--- config.mk ---
export PLATFORM = sky130hd
export DESIGN_NAME = save_ram_uploader_flat
export DESIGN_NICKNAME = d
export VERILOG_FILES = /design/src/rtl/save_pkg.sv /design/src/rtl/save_ram_uploader_if.sv /design/src/rtl/save_idle_timer.sv /design/src/rtl/save_ram_uploader.sv /design/src/flat_wrapper.sv
export SDC_FILE = /design/constraint.sdc
export NUM_CORES = 1
export LEC_CHECK = 0
export BUFFER_PORTS_ARGS = -buffer_cell sky130_fd_sc_hd__buf_4
export CORE_UTILIZATION = 40
export CTS_CLUSTER_SIZE = 8
export DETAILED_ROUTE_END_ITERATION = 8
export PLACE_DENSITY = 0.78
export SYNTH_ARGS = -nofsm -noshare
export SYNTH_HDL_FRONTEND = slang
export SYNTH_SLANG_ARGS = --single-unit
--- constraint.sdc ---
create_clock -name clk_sys -period 3.5 [get_ports clk_sys]
set_input_delay 0.7 -clock clk_sys [delete_from_list [all_inputs] [get_ports clk_sys]]
set_output_delay 0.7 -clock clk_sys [all_outputs]
set_load 0.01 [all_outputs]
--- src/rtl/save_pkg.sv ---
// save_pkg: shared states and constants for the save RAM upload path
package save_pkg;
  typedef enum logic [1:0] {IDLE, FETCH, WAIT, HOLD} state_t;
  localparam int HSC_SIZE = 2048;
  localparam logic [7:0] FILL_BYTE = 8'hFF;
  localparam logic [1:0] NONE = 2'd0;
  localparam logic [1:0] HSC = 2'd1;
  localparam logic [1:0] SAVEKEY = 2'd2;
endpackage

--- src/rtl/save_ram_uploader_if.sv ---
// save_ram_uploader_if: hps_io ioctl upload handshake
interface save_ram_uploader_if;
  logic ioctl_upload;
  logic ioctl_rd;
  logic [24:0] ioctl_addr;
  logic [7:0] ioctl_din;
  logic ioctl_din_valid;
  modport master (output ioctl_upload, ioctl_rd, ioctl_addr, input ioctl_din, ioctl_din_valid);
  modport slave (input ioctl_upload, ioctl_rd, ioctl_addr, output ioctl_din, ioctl_din_valid);
endinterface

--- src/rtl/save_idle_timer.sv ---
// save_idle_timer: quiet-period counter that fires one autosave request after CPU writes stop
module save_idle_timer #(
  parameter logic [23:0] IDLE_CYCLES = 24'd14_000_000
) (
  input  logic clk_sys,
  input  logic reset,
  input  logic reload,
  input  logic restart,
  input  logic count_en,
  output logic pulse
);
  logic [23:0] cnt;
  logic armed;
  // Reload on writes/completion, count down while idle and dirty, fire once at zero.
  always_ff @(posedge clk_sys) begin
    if (reset) begin
      cnt <= IDLE_CYCLES;
      armed <= 1'b0;
      pulse <= 1'b0;
    end else begin
      pulse <= 1'b0;
      if (reload) begin
        cnt <= IDLE_CYCLES;
        armed <= 1'b1;
      end else if (restart) cnt <= IDLE_CYCLES;
      else if (count_en) begin
        if (cnt != 24'd0) cnt <= cnt - 24'd1;
        else if (armed) begin
          pulse <= 1'b1;
          armed <= 1'b0;
        end
      end
    end
  end
endmodule

--- src/rtl/save_ram_uploader.sv ---
// save_ram_uploader: streams cart NVRAM to the HPS over ioctl upload; SAVE_AUTOSAVE_EN adds autosave_req
module save_ram_uploader
  import save_pkg::*;
#(
  parameter int ADDR_W = 11,
  parameter int SAVE_SIZE = HSC_SIZE
`ifdef SAVE_AUTOSAVE_EN
  ,
  parameter logic [23:0] IDLE_CYCLES = 24'd14_000_000
`endif
) (
  input  logic clk_sys,
  input  logic reset,
  input  logic enable,
  save_ram_uploader_if.slave io,
  output logic [ADDR_W-1:0] ram_addr,
  input  logic [7:0] ram_q,
  output logic ram_sel,
  input  logic cpu_we,
  output logic save_pending,
  output logic upload_done
`ifdef SAVE_AUTOSAVE_EN
  ,
  output logic autosave_req
`endif
);
  state_t state, state_n;
  logic oor, start, launch, in_range, done;
  // Next state and request decode; a request launches only from IDLE or HOLD.
  always_comb begin
    start = enable & io.ioctl_upload & io.ioctl_rd;
    in_range = io.ioctl_addr < 25'(SAVE_SIZE);
    state_n = state;
    case (state)
      IDLE: state_n = start ? FETCH : IDLE;
      FETCH: state_n = WAIT;
      WAIT: state_n = HOLD;
      HOLD: state_n = !io.ioctl_upload ? IDLE : io.ioctl_rd ? FETCH : HOLD;
      default: state_n = IDLE;
    endcase
    if (!enable) state_n = IDLE;
    launch = (state == IDLE || state == HOLD) && state_n == FETCH;
    done = enable && state == WAIT && !oor && ram_addr == ADDR_W'(SAVE_SIZE - 1);
  end
  // State, RAM ownership, returned byte and dirty tracking; CPU writes always win over completion.
  always_ff @(posedge clk_sys) begin
    if (reset) begin
      state <= IDLE;
      oor <= 1'b0;
      ram_addr <= '0;
      ram_sel <= 1'b0;
      io.ioctl_din <= 8'h00;
      io.ioctl_din_valid <= 1'b0;
      upload_done <= 1'b0;
      save_pending <= 1'b0;
    end else begin
      state <= state_n;
      upload_done <= done;
      save_pending <= enable & (cpu_we | (save_pending & !upload_done));
      ram_sel <= launch ? in_range : ram_sel & (state_n != IDLE);
      io.ioctl_din_valid <= enable & ((state == WAIT) | (io.ioctl_din_valid & !launch));
      if (launch) oor <= !in_range;
      if (launch && in_range) ram_addr <= io.ioctl_addr[ADDR_W-1:0];
      if (state == WAIT) io.ioctl_din <= oor ? FILL_BYTE : ram_q;
    end
  end
`ifdef SAVE_AUTOSAVE_EN
  save_idle_timer #(.IDLE_CYCLES(IDLE_CYCLES)) u_timer (
    .clk_sys  (clk_sys),
    .reset    (reset),
    .reload   ((enable & cpu_we) | upload_done),
    .restart  (launch),
    .count_en (save_pending & (state == IDLE)),
    .pulse    (autosave_req)
  );
`endif
endmodule

--- src/flat_wrapper.sv ---
// flat-port wrapper written by rule: the top's interface ports become plain ports
module save_ram_uploader_flat import save_pkg::*;
#(
  parameter int ADDR_W = 11,
  parameter int SAVE_SIZE = HSC_SIZE

)
  (clk_sys, reset, enable, ram_addr, ram_q, ram_sel, cpu_we, save_pending, upload_done, io_ioctl_upload, io_ioctl_rd, io_ioctl_addr, io_ioctl_din, io_ioctl_din_valid);
  save_ram_uploader_if io_i ();
  input  logic clk_sys;
  input  logic reset;
  input  logic enable;
  output logic [ADDR_W-1:0] ram_addr;
  input  logic [7:0] ram_q;
  output logic ram_sel;
  input  logic cpu_we;
  output logic save_pending;
  output logic upload_done;
  input wire logic [$bits(io_i.ioctl_upload)-1:0] io_ioctl_upload;
  input wire logic [$bits(io_i.ioctl_rd)-1:0] io_ioctl_rd;
  input wire logic [$bits(io_i.ioctl_addr)-1:0] io_ioctl_addr;
  output wire logic [$bits(io_i.ioctl_din)-1:0] io_ioctl_din;
  output wire logic [$bits(io_i.ioctl_din_valid)-1:0] io_ioctl_din_valid;
  assign io_i.ioctl_upload = io_ioctl_upload;
  assign io_i.ioctl_rd = io_ioctl_rd;
  assign io_i.ioctl_addr = io_ioctl_addr;
  assign io_ioctl_din = io_i.ioctl_din;
  assign io_ioctl_din_valid = io_i.ioctl_din_valid;
  save_ram_uploader #(.ADDR_W(ADDR_W), .SAVE_SIZE(SAVE_SIZE)) u_core (.clk_sys(clk_sys), .reset(reset), .enable(enable), .io(io_i), .ram_addr(ram_addr), .ram_q(ram_q), .ram_sel(ram_sel), .cpu_we(cpu_we), .save_pending(save_pending), .upload_done(upload_done));
endmodule
* Yosys cells after proc, flatten, opt, wreduce, memory -nomap -nowiden
Cells that the tools add are included.
Storage, ports and cells: output and inout bits 23, bits of input ports 39, memory bits (writable) 0, bits in registers 26, memories 0, bits in read-only memories 0, word-level logic and storage cells 42, bits in latches 0
Cells by class: bitwise operators 9, eq/ne operators 5, multipliers 0, div/mod/pow operators 0, reduce and logical (&&, ||, !) cells 12, shifts and indexed selects 0, mux-type cells 7, add/sub/neg operators 0, $lt $le $gt $ge 1
Operators by type and width (number):
- $lt 25x12->1 const B | 1
- $eq 11x11->1 const B | 1
- $mux 8 | 1
- $pmux 2 s4 | 1
- $and 1x1->1 | 7
- $mux 2 | 3
- $logic_and 1x1->1 | 5
- $eq 2x1->1 const B | 2
- $eq 2x2->1 const B | 2
- $logic_not 1->1 | 4
- $logic_not 2->1 | 1
- $mux 1 | 2
- $or 1x1->1 | 2
- $reduce_bool 2->1 | 1
- $logic_or 1x1->1 | 1

* Logic depth before layout (Yosys ltp)
Gate-level depths: netlist of the first run.
word-level depth 11, gate-level depth with buffers 7, mapped depth without buffers 6

* Worst setup path before layout of the first run
Ideal clock, no wire load.
kind input port to flip-flop, from in io_ioctl_addr[22], to reg u_core.ram_addr[10], buffers on the path 1, library setup time 132 ps, data required time 3368 ps, arrival time 1630 ps, stages on the path 5, slack 1737 ps, cell sequence nor4_1 -> nand4_1 -> buf_6 -> o31ai_1 -> a21oi_1
Between the ends: word-level cells in the longest chain between the ends 2
RTL lines:
- from (decl) | RTL line flat_wrapper.sv:21 | input wire logic [$bits(io_i.ioctl_addr)-1:0] io_ioctl_addr;
- $lt 25x12->1 | RTL line save_ram_uploader.sv:32 | in_range = io.ioctl_addr < 25'(SAVE_SIZE);
- $logic_and 1x1->1 | RTL line save_ram_uploader.sv:63 | if (launch && in_range) ram_addr <= io.ioctl_addr[ADDR_W-1:0];
- to (signal assigned) | RTL line save_ram_uploader.sv:63
- to (decl) | RTL line save_ram_uploader.sv:16 | output logic [ADDR_W-1:0] ram_addr,
Every way passes these cells. A chain may end at the register's enable or synchronous reset.

* Final worst setup path of the first run
from reg u_core.state[0], to reg u_core.ram_addr[6]
Between the ends: word-level cells in the longest chain between the ends 6, elaborated cells between the ends (all ways) 10, classes of those cells 4 x eq/ne; 2 x mux; 4 x reduce/logical
RTL lines:
- from (decl) | RTL line save_ram_uploader.sv:27 | state_t state, state_n;
- from (signal assigned) | RTL line save_ram_uploader.sv:57 | state <= state_n;
- $eq 2x2->1 (tied with other cells) | RTL line save_ram_uploader.sv:34, save_ram_uploader.sv:42
- $pmux 2 s4 | RTL line save_ram_uploader.sv:34 | case (state)
- $mux 2 | RTL line save_ram_uploader.sv:41 | if (!enable) state_n = IDLE;
- $eq 2x1->1 | RTL line save_ram_uploader.sv:42 | launch = (state == IDLE || state == HOLD) && state_n == FETCH;
- $logic_and 1x1->1 (*) | RTL line save_ram_uploader.sv:42
- $logic_and 1x1->1 (*) | RTL line save_ram_uploader.sv:63
Every way passes the cells marked *; elsewhere a longest branch is shown, timed or not.

==> results of run 1 <==
==> logic make-up after synthesis <==
kind of cell	count (synthesis)
muxes	2
and+or+nand+nor	42
buffers and inverters	16
DFF	26
adders and majority gates	3
AOI/OAI and AO/OA	39
==> power groups by stage <==
stage	Combinational, mW	Sequential [mW]	Clock (mW)
floorplan	0.0278	0.308	0
global placement	0.0658	0.307	0
detailed placement	0.0681	0.307	0
CTS	0.0685	0.300	0.151
global route	0.0743	0.301	0.163
finish	0.0687	0.300	0.148
==> placed cells by master (no fill, tap or decap), types with 2 or more instances in the layout <==
cell type,n
dfxtp_1,26
clkbuf_4,3
o22ai_1,8
o31ai_1,11
mux2i_1,2
ha_1,3
inv_1,6
nor2_1,11
nor3_1,3
nand4_1,14
nor4_1,2
buf_4,61
nand3_1,2
a21oi_1,16
nand2b_1,3
==> final cells by class <==
cell class,count,share of cell area
Clock buffer,4,0.02226
Inverter,6,0.01381
Multi-Input combinational cell,86,0.3400
Sequential cell,26,0.3193
Tap cell,31,0.02379
Timing Repair Buffer,61,0.2809
==> critical path, stage by stage (launching register included) <==
cell      delay, ns
dfxtp_1        0.38
inv_1          0.07
ha_1           0.35
mux2i_1        0.31
nand3b_1       0.43
o31ai_1        0.38
a21oi_1        0.09
==> path summary, 6_finish.rpt <==
| kind | cells past startpoint | to | slack, ns |
|---|---|---|---|
| max | 6 | u_core.ram_addr[6]$_SDFFE_PP0P_ | 1.37 |
| max reg2reg | 6 | u_core.ram_addr[6]$_SDFFE_PP0P_ | 1.37 |
| min | 2 | u_core.ram_sel$_SDFF_PP0_ | 0.49 |
| min reg2reg | 2 | u_core.ram_sel$_SDFF_PP0_ | 0.49 |
==> per-stage QoR <==
step,worst slack (ns),cells
floorplan,1.737,128
global placement,1.322,210
detailed placement,1.234,210
CTS,1.392,214
global route,1.149,214
finish,1.373,214
==> registers in the layout (all words and copies together) (netlist names) <==
signal / count
u_core.io.ioctl_din: 8
u_core.ram_sel: 1
u_core.ram_addr: 11
u_core.state: 2
u_core.io.ioctl_din_valid: 1
u_core.upload_done: 1
u_core.save_pending: 1
u_core.oor: 1
==> synthesized netlist by cell type <==
library cell  instances  area, um2
and4_2                1      10.01
nand3_1               2      10.01
nand4b_1              1      8.760
buf_4                 1      7.510
ha_1                  3      37.54
dfxtp_1              26      520.5
nand2_1               1      3.750
o21ai_0               1      5.000
o22ai_1               8      50.05
a21oi_1              16      80.08
nand4_1              14      87.58
nor4_2                1      12.51
nor2_1               11      41.29
o31ai_1              11      82.58
nor4_1                2      12.51
and3b_2               1      10.01
nand2b_1              3      18.77
nor3_1                3      15.01
inv_1                 6      22.52
or4b_1                1      10.01
clkbuf_1              4      15.01
buf_6                 3      33.78
o22a_2                1      10.01
o32ai_1               1      8.760
buf_2                 2      10.01
mux2i_1               2      20.02
nand3b_1              1      7.510
o22ai_2               1      12.51
==> per-layer routing <==
layer  vias up  GRT usage
met3         4    0.05349
met5         -          0
met2        30     0.3873
li1        593          -
met4         0    0.05575
met1       587     0.2518
==> metrics.md, run 1 <==
| Metric | Value |
|---|---|
| Fillers | 239 |
| Mean Syn Cell Area | between 9 and 10 um2 |
| Residual DRC | 0 |
| Placed cell area | about 1600 um2 |
| Adder-Cell Fraction of Synth Area | 0.03226 |
| Combinational Power Share | 0.133 |
| Setup violations, final | 0 |
| Share of layout cells above drive strength 1 | 0.3825 |
| Largest buffer count on any clock path | 2 |
| Max IR drop VDD | between 300 and 400 uV |
| Fin Setup TNS | 0 ns |
| Seq/Total Area, Yosys | 0.4473 |
| Multi-input gate area | between 500 and 600 um2 |
| Die X | about 56 um |
| CP required | ~3.7 ns |
| Total CTS buffers | 3 |
| Post-DP HPWL | ~2300 um |
| Worst r2r src | u_core.state[0]$_SDFF_PP0_ |
| Starting Density | 0.4220 |
| Data arrival, critical path | 2.35 ns |
| Compound-Gate Fraction of Synth Area | 0.2140 |
| Drt pass-1 iters | 4 |
| Worst skew pair latency | roughly 0.32 ns |
| Worst Tran Pin Value | a little under 0.7 ns |
| Pint | approximately 400 uW |
| Largest net degree at the start of global routing | 23 |
| Row cnt | 19 |
| HP Class | reg2reg |
| Worst Setup SP | u_core.state[0]$_SDFF_PP0_ |
| Synthesized cell area | 1164 um2 |
| All-Layer GR Usage | 0.2140 |
| Synth Instances | ~130 |
| Routed vias/inst | roughly 5.7 |
| CP endpoint kind | flip-flop |
| Post-CTS setup repair buffer count | 0 |
| Crit-path max FO | 13 |
| Core Area | around 2800 um2 |
| Xor/xnor cell area share of the yosys netlist | 0 |
| Yosys warnings | 0 |
| Synth Area in Simple Gates | 0.2129 |
| # hold bufs at CTS | 0 |
| Synthesized net count | 170 |
| Routed len/inst | ~15 um |
| Min Hold Slack | 0.4884 ns |
| Setup crit start kind | flip-flop |
| Placer Congestion | 0.7479 |
| Clock Power Share | 0.286 |
| Die ar. | 3129 um2 |
| RSZ-0062 raised after global routing | no |
| Max_slew headroom | 0.5494 |
| PwrDens | 317.4 nW/um2 |
| CTS root buf | clkbuf_4 |
| Slew Limit Fails | 0 |
| Initial antenna violation count | 0 |
| Synth cell types | 28 |
| Routed wl met2 | ~1600 um |
| Hold Vio Cnt, Final | 0 |
| Final ANT Viol Nets | 0 |
| Final Cycle Share | 0.6078 |
| Psw | between 100 and 150 uW |
| Num Clock Sinks | 26 |
| CP Class | reg2reg |
| Design area | between 1500 and 2000 um2 |
| Maxcap violations | 0 |
| Met1 Routed Length | between 1000 and 1500 um |
| Area delta synth->final | 40.11% |
| Largest family of logic cells by synthesized area | compound AO/OA/AOI/OAI gates |
| Clk_skew | a little over 0.004 ns |
| Grt ovf | 0 |
| Die Ht | 55.94 um |
| Multiplexer share of the synthesized area | 0.01720 |
| # nets final | around 230 |
| First-pass GRT wire length | approximately 5300 um |
| Worst Min Path Start | u_core.ram_sel$_SDFF_PP0_ |
| Leak | approximately 0.67 nW |
| Sw frac | 0.2282 |
| I/O pin count | a little over 60 |
| I/O Buffers | roughly 60 |
| Flops & latches, synth | 26 |
| FF/Latch Area | between 500 and 600 um2 |
| Min Tclk post-route | 2.127 ns |
| Drt first-iter violations | 27 |
| Status | completed |
| Via count | around 1200 |
| Vias in the first global route | 1204 |
| Final wirelength | roughly 3200 um |
| CTS tree | done |
| ANT cells | 0 |
| F_max | roughly 470 MHz |
| Seq pwr share | 0.581 |
| DR WL met3 | about 130 um |
| Top layer used by detailed routing | met4 |
| Resized Gates After CTS | 0 |
| Final Util | 0.5912 |
| Clk slew on worst S/H paths | between 0.1 and 0.15 ns |
| Power Total | 517.4 uW |
| CTS H-tree depth | 1 |
No activity file was read; power rests on OpenSTA's default activity.
==> inputs of run 2 (changes only) <==
==> constraint.sdc (replaced) <==
create_clock -name clk_sys -period 2 [get_ports clk_sys]
set_input_delay 0.4 -clock clk_sys [delete_from_list [all_inputs] [get_ports clk_sys]]
set_output_delay 0.4 -clock clk_sys [all_outputs]
set_load 0.01 [all_outputs]
==> run 2 against run 1 <==
  * Cell area increased by 2.8%
  * Hold slack got worse by 0.21 ns
  * Wire length decreased by 0.41%
  * Critical path depth unchanged
  * Maximum frequency increased by 22%
  * Final cell count increased by 1.9%
  * Sequential power increased by 75%
  * Setup slack got worse by 1.1 ns
  * Power increased by 94%
  * Critical endpoint is now u_core.ram_addr[4]$_SDFFE_PP0P_
  * Highest routed layer unchanged
==> metrics.md, run 2 (synthesis gave the netlist of run 1 again) <==
| Metric | Value |
|---|---|
| Total CTS buffers | 3 (unchanged) |
| Sw frac | 0.2104 (-0.01779) |
| Max reg flops | 11 (unchanged) |
| Reg2Reg Depth | 6 (unchanged) |
| Area delta synth->final | 44.09% |
| Placer Congestion | 0.6983 (-6.6%) |
| Setup crit start kind | flip-flop |
| # nets final | 230 (+1.8%) |
| Vias in the first global route | 1192 (-1.0%) |
| Die X | 55.94 um (unchanged) |
| Final Instance Count excl. Fillers | 218 (+1.9%) |
| CTS tree | done |
| Psw | 211.5 uW (+79%) |
| Resized Gates After CTS | 0 (unchanged) |
| Critical path's largest stage delay | 0.43 ns (about the same) |
| F_max | 575.0 MHz (+22%) |
| PwrDens | 599.4 nW/um2 (+89%) |
| CP required | 2.21 ns (-1.51 ns) |
| Hold Path Depth | 3 (+1) |
| Grt ovf | 0 (unchanged) |
| Routed len/inst | 14.42 um (-2.2%) |
| CTS root buf | clkbuf_4 |
| Drt pass-1 iters | 4 (unchanged) |
| Hold Vio Cnt, Final | 0 (unchanged) |
| Maxcap violations | 0 (unchanged) |
| Top delay family on crit path | compound AO/OA/AOI/OAI gates |
| HP Class | in2reg |
| Final Cycle Share | 0.8696 (+0.2619) |
| Via count | 1241 (+2.2%) |
| Data arrival, critical path | 1.95 ns (-0.40 ns) |
| Share of layout cells above drive strength 1 | 0.3957 (+0.01321) |
| Min Tclk post-route | 1.739 ns (-0.3879 ns) |
| Max IR drop VDD | 560.2 uV (+67%) |
| # hold bufs at CTS | 0 (unchanged) |
| Row cnt | 19 (unchanged) |
| All-Layer GR Usage | 0.2079 (-0.006107) |
| Worst r2r dst | u_core.ram_addr[4]$_SDFFE_PP0P_ |
| Most frequent cells in the layout | buf_4 (65), dfxtp_1 (26), a21oi_1 (16) |
| Clock Power Share | 0.353 (+0.067) |
| Leak | 0.6986 nW (+3.9%) |
| Core Area | 2758 um2 (unchanged) |
| Fillers | 255 (+6.7%) |
| Crit-path max FO | 14 (+1) |
| Power Total | 1.005 mW (+94%) |
| CP Class | reg2reg |
| Setup Slack @ Placement | 0.2846 ns (-0.9498 ns) |
| Inst Count DP | 214 (+1.9%) |
| Fin Setup TNS | 0 ns (unchanged) |
| Flop-to-flop setup slack | 0.26 ns (-1.11 ns) |
| Clk_skew | 0.001277 ns (-0.002859 ns) |
| Final ANT Viol Nets | 0 (unchanged) |
| Post-DP HPWL | 2348 um (+0.46%) |
| Largest buffer count on any clock path | 2 (unchanged) |
| Status | completed |
| Setup violations, final | 0 (unchanged) |
| Min-Delay Endpoint | u_core.save_pending$_SDFF_PP0_ |
| Min Hold Slack | 0.2829 ns (-0.2054 ns) |
| First-pass GRT wire length | 5285 um (-1.2%) |
| Seq pwr share | 0.523 (-0.058) |
| Largest reg by FF count | u_core.ram_addr |
| I/O Buffers | 61 (unchanged) |
| Die ar. | 3129 um2 (unchanged) |
| Worst Tran Pin Value | 0.3092 ns (-0.3668 ns) |
| Clk slew on worst S/H paths | 0.14 ns (about the same) |
| I/O pin count | 62 (unchanged) |
| Combinational Power Share | 0.123 (-0.010) |
| Post-layout worst setup margin | 0.2607 ns (-1.112 ns) |
| Residual DRC | 0 (unchanged) |
| Slew Limit Fails | 0 (unchanged) |
| Routed vias/inst | 5.693 (+0.35%) |
| Worst Min Path Start | cpu_we |
| Leading cell type in the layout, fill and taps excluded | buf_4 |
| Buf/Inv on CP | 2 (+1) |
| Num Clock Sinks | 26 (unchanged) |
| CP endpoint kind | flip-flop |
| Top flop regs | u_core.ram_addr (11), u_core.io.ioctl_din (8), u_core.state (2) |
| Pint | 793.4 uW (+99%) |
| Worst r2r src | u_core.state[1]$_SDFF_PP0_ |
| Die Ht | 55.94 um (unchanged) |
| Worst skew pair latency | 0.31 ns (about the same) |
| ANT cells | 0 (unchanged) |
| Post-CTS setup repair buffer count | 0 (unchanged) |
| CTS H-tree depth | 1 (unchanged) |
| Starting Density | 0.4220 (unchanged) |
| RSZ-0062 raised after global routing | no |
| Max_slew headroom | 0.7880 (+0.2386) |
| Drt first-iter violations | 32 (+19%) |
| Slowest library cell on the worst path | dfxtp_1 |
| Initial antenna violation count | 0 (unchanged) |
| Final wirelength | 3144 um (-0.41%) |
| Crit-path cells | ha_1, buf_4, inv_1, o22a_2, o31ai_1, a21oi_1 |
| Largest net degree at the start of global routing | 23 (unchanged) |
run 2: cell types whose count changed in the layout (fill, tap and decap cells not counted):
cell       delta
clkbuf_8      -1
buf_4         +4
bufinv_16     +1
run 2: worst min-delay path: cells and delay by family:
| kind | cells | cell delay (ns) |
|---|---|---|
| AOI/OAI and AO/OA | 1 | 0.03 |
| buffers and inverters | 1 | 0.08 |
| and+or+nand+nor | 1 | 0.07 |
run 2: through the flow:
step / util / cell area (um2)
after CTS: 0.6080 / 1677
after global placement: 0.5889 / 1624
after floorplan: - / 1164
after detailed placement: 0.5889 / 1624
after global routing: 0.6080 / 1677
final: 0.6080 / 1677
run 2: layout make-up:
class / instances / area (um2) / area share
Multi-Input combinational cell: 86 / 554.3 / 0.3306
Sequential cell: 26 / 520.5 / 0.3104
Timing Repair Buffer: 65 / 488.0 / 0.2910
Tap cell: 31 / 38.79 / 0.02313
Clock inverter: 1 / 30.03 / 0.01791
Clock buffer: 3 / 22.52 / 0.01343
Inverter: 6 / 22.52 / 0.01343
run 2: worst max path at each step:
stage	startpoint	end	slack (ns)	depth (start not counted)
after floorplan	u_core.state[1]$_SDFF_PP0_	u_core.ram_addr[10]$_SDFFE_PP0P_	0.40	7
after global routing	u_core.state[1]$_SDFF_PP0_	u_core.ram_addr[1]$_SDFFE_PP0P_	0.11	7
after global placement	reset	u_core.upload_done$_SDFF_PP0_	0.33	4
after CTS	u_core.state[1]$_SDFF_PP0_	u_core.ram_addr[4]$_SDFFE_PP0P_	0.26	6
after detailed placement	u_core.state[1]$_SDFF_PP0_	u_core.ram_addr[4]$_SDFFE_PP0P_	0.28	6
final	u_core.state[1]$_SDFF_PP0_	u_core.ram_addr[4]$_SDFFE_PP0P_	0.26	6
run 2: layer usage:
layer  vias to the layer above  global-route usage  routed length, um
li1                        605                   -                  -
met1                       592              0.2687               1363
met2                        42              0.3683               1612
met3                         2             0.02558                158
met4                         0             0.05226                  9
met5                         -                   0                  0
run 2: power groups by stage:
stage	combinational (mW)	clock [mW]	sequential, mW
after floorplan	0.0487	0	0.538
after global placement	0.120	0	0.537
after detailed placement	0.122	0	0.537
after CTS	0.123	0.361	0.526
after global routing	0.134	0.392	0.527
final	0.124	0.355	0.526
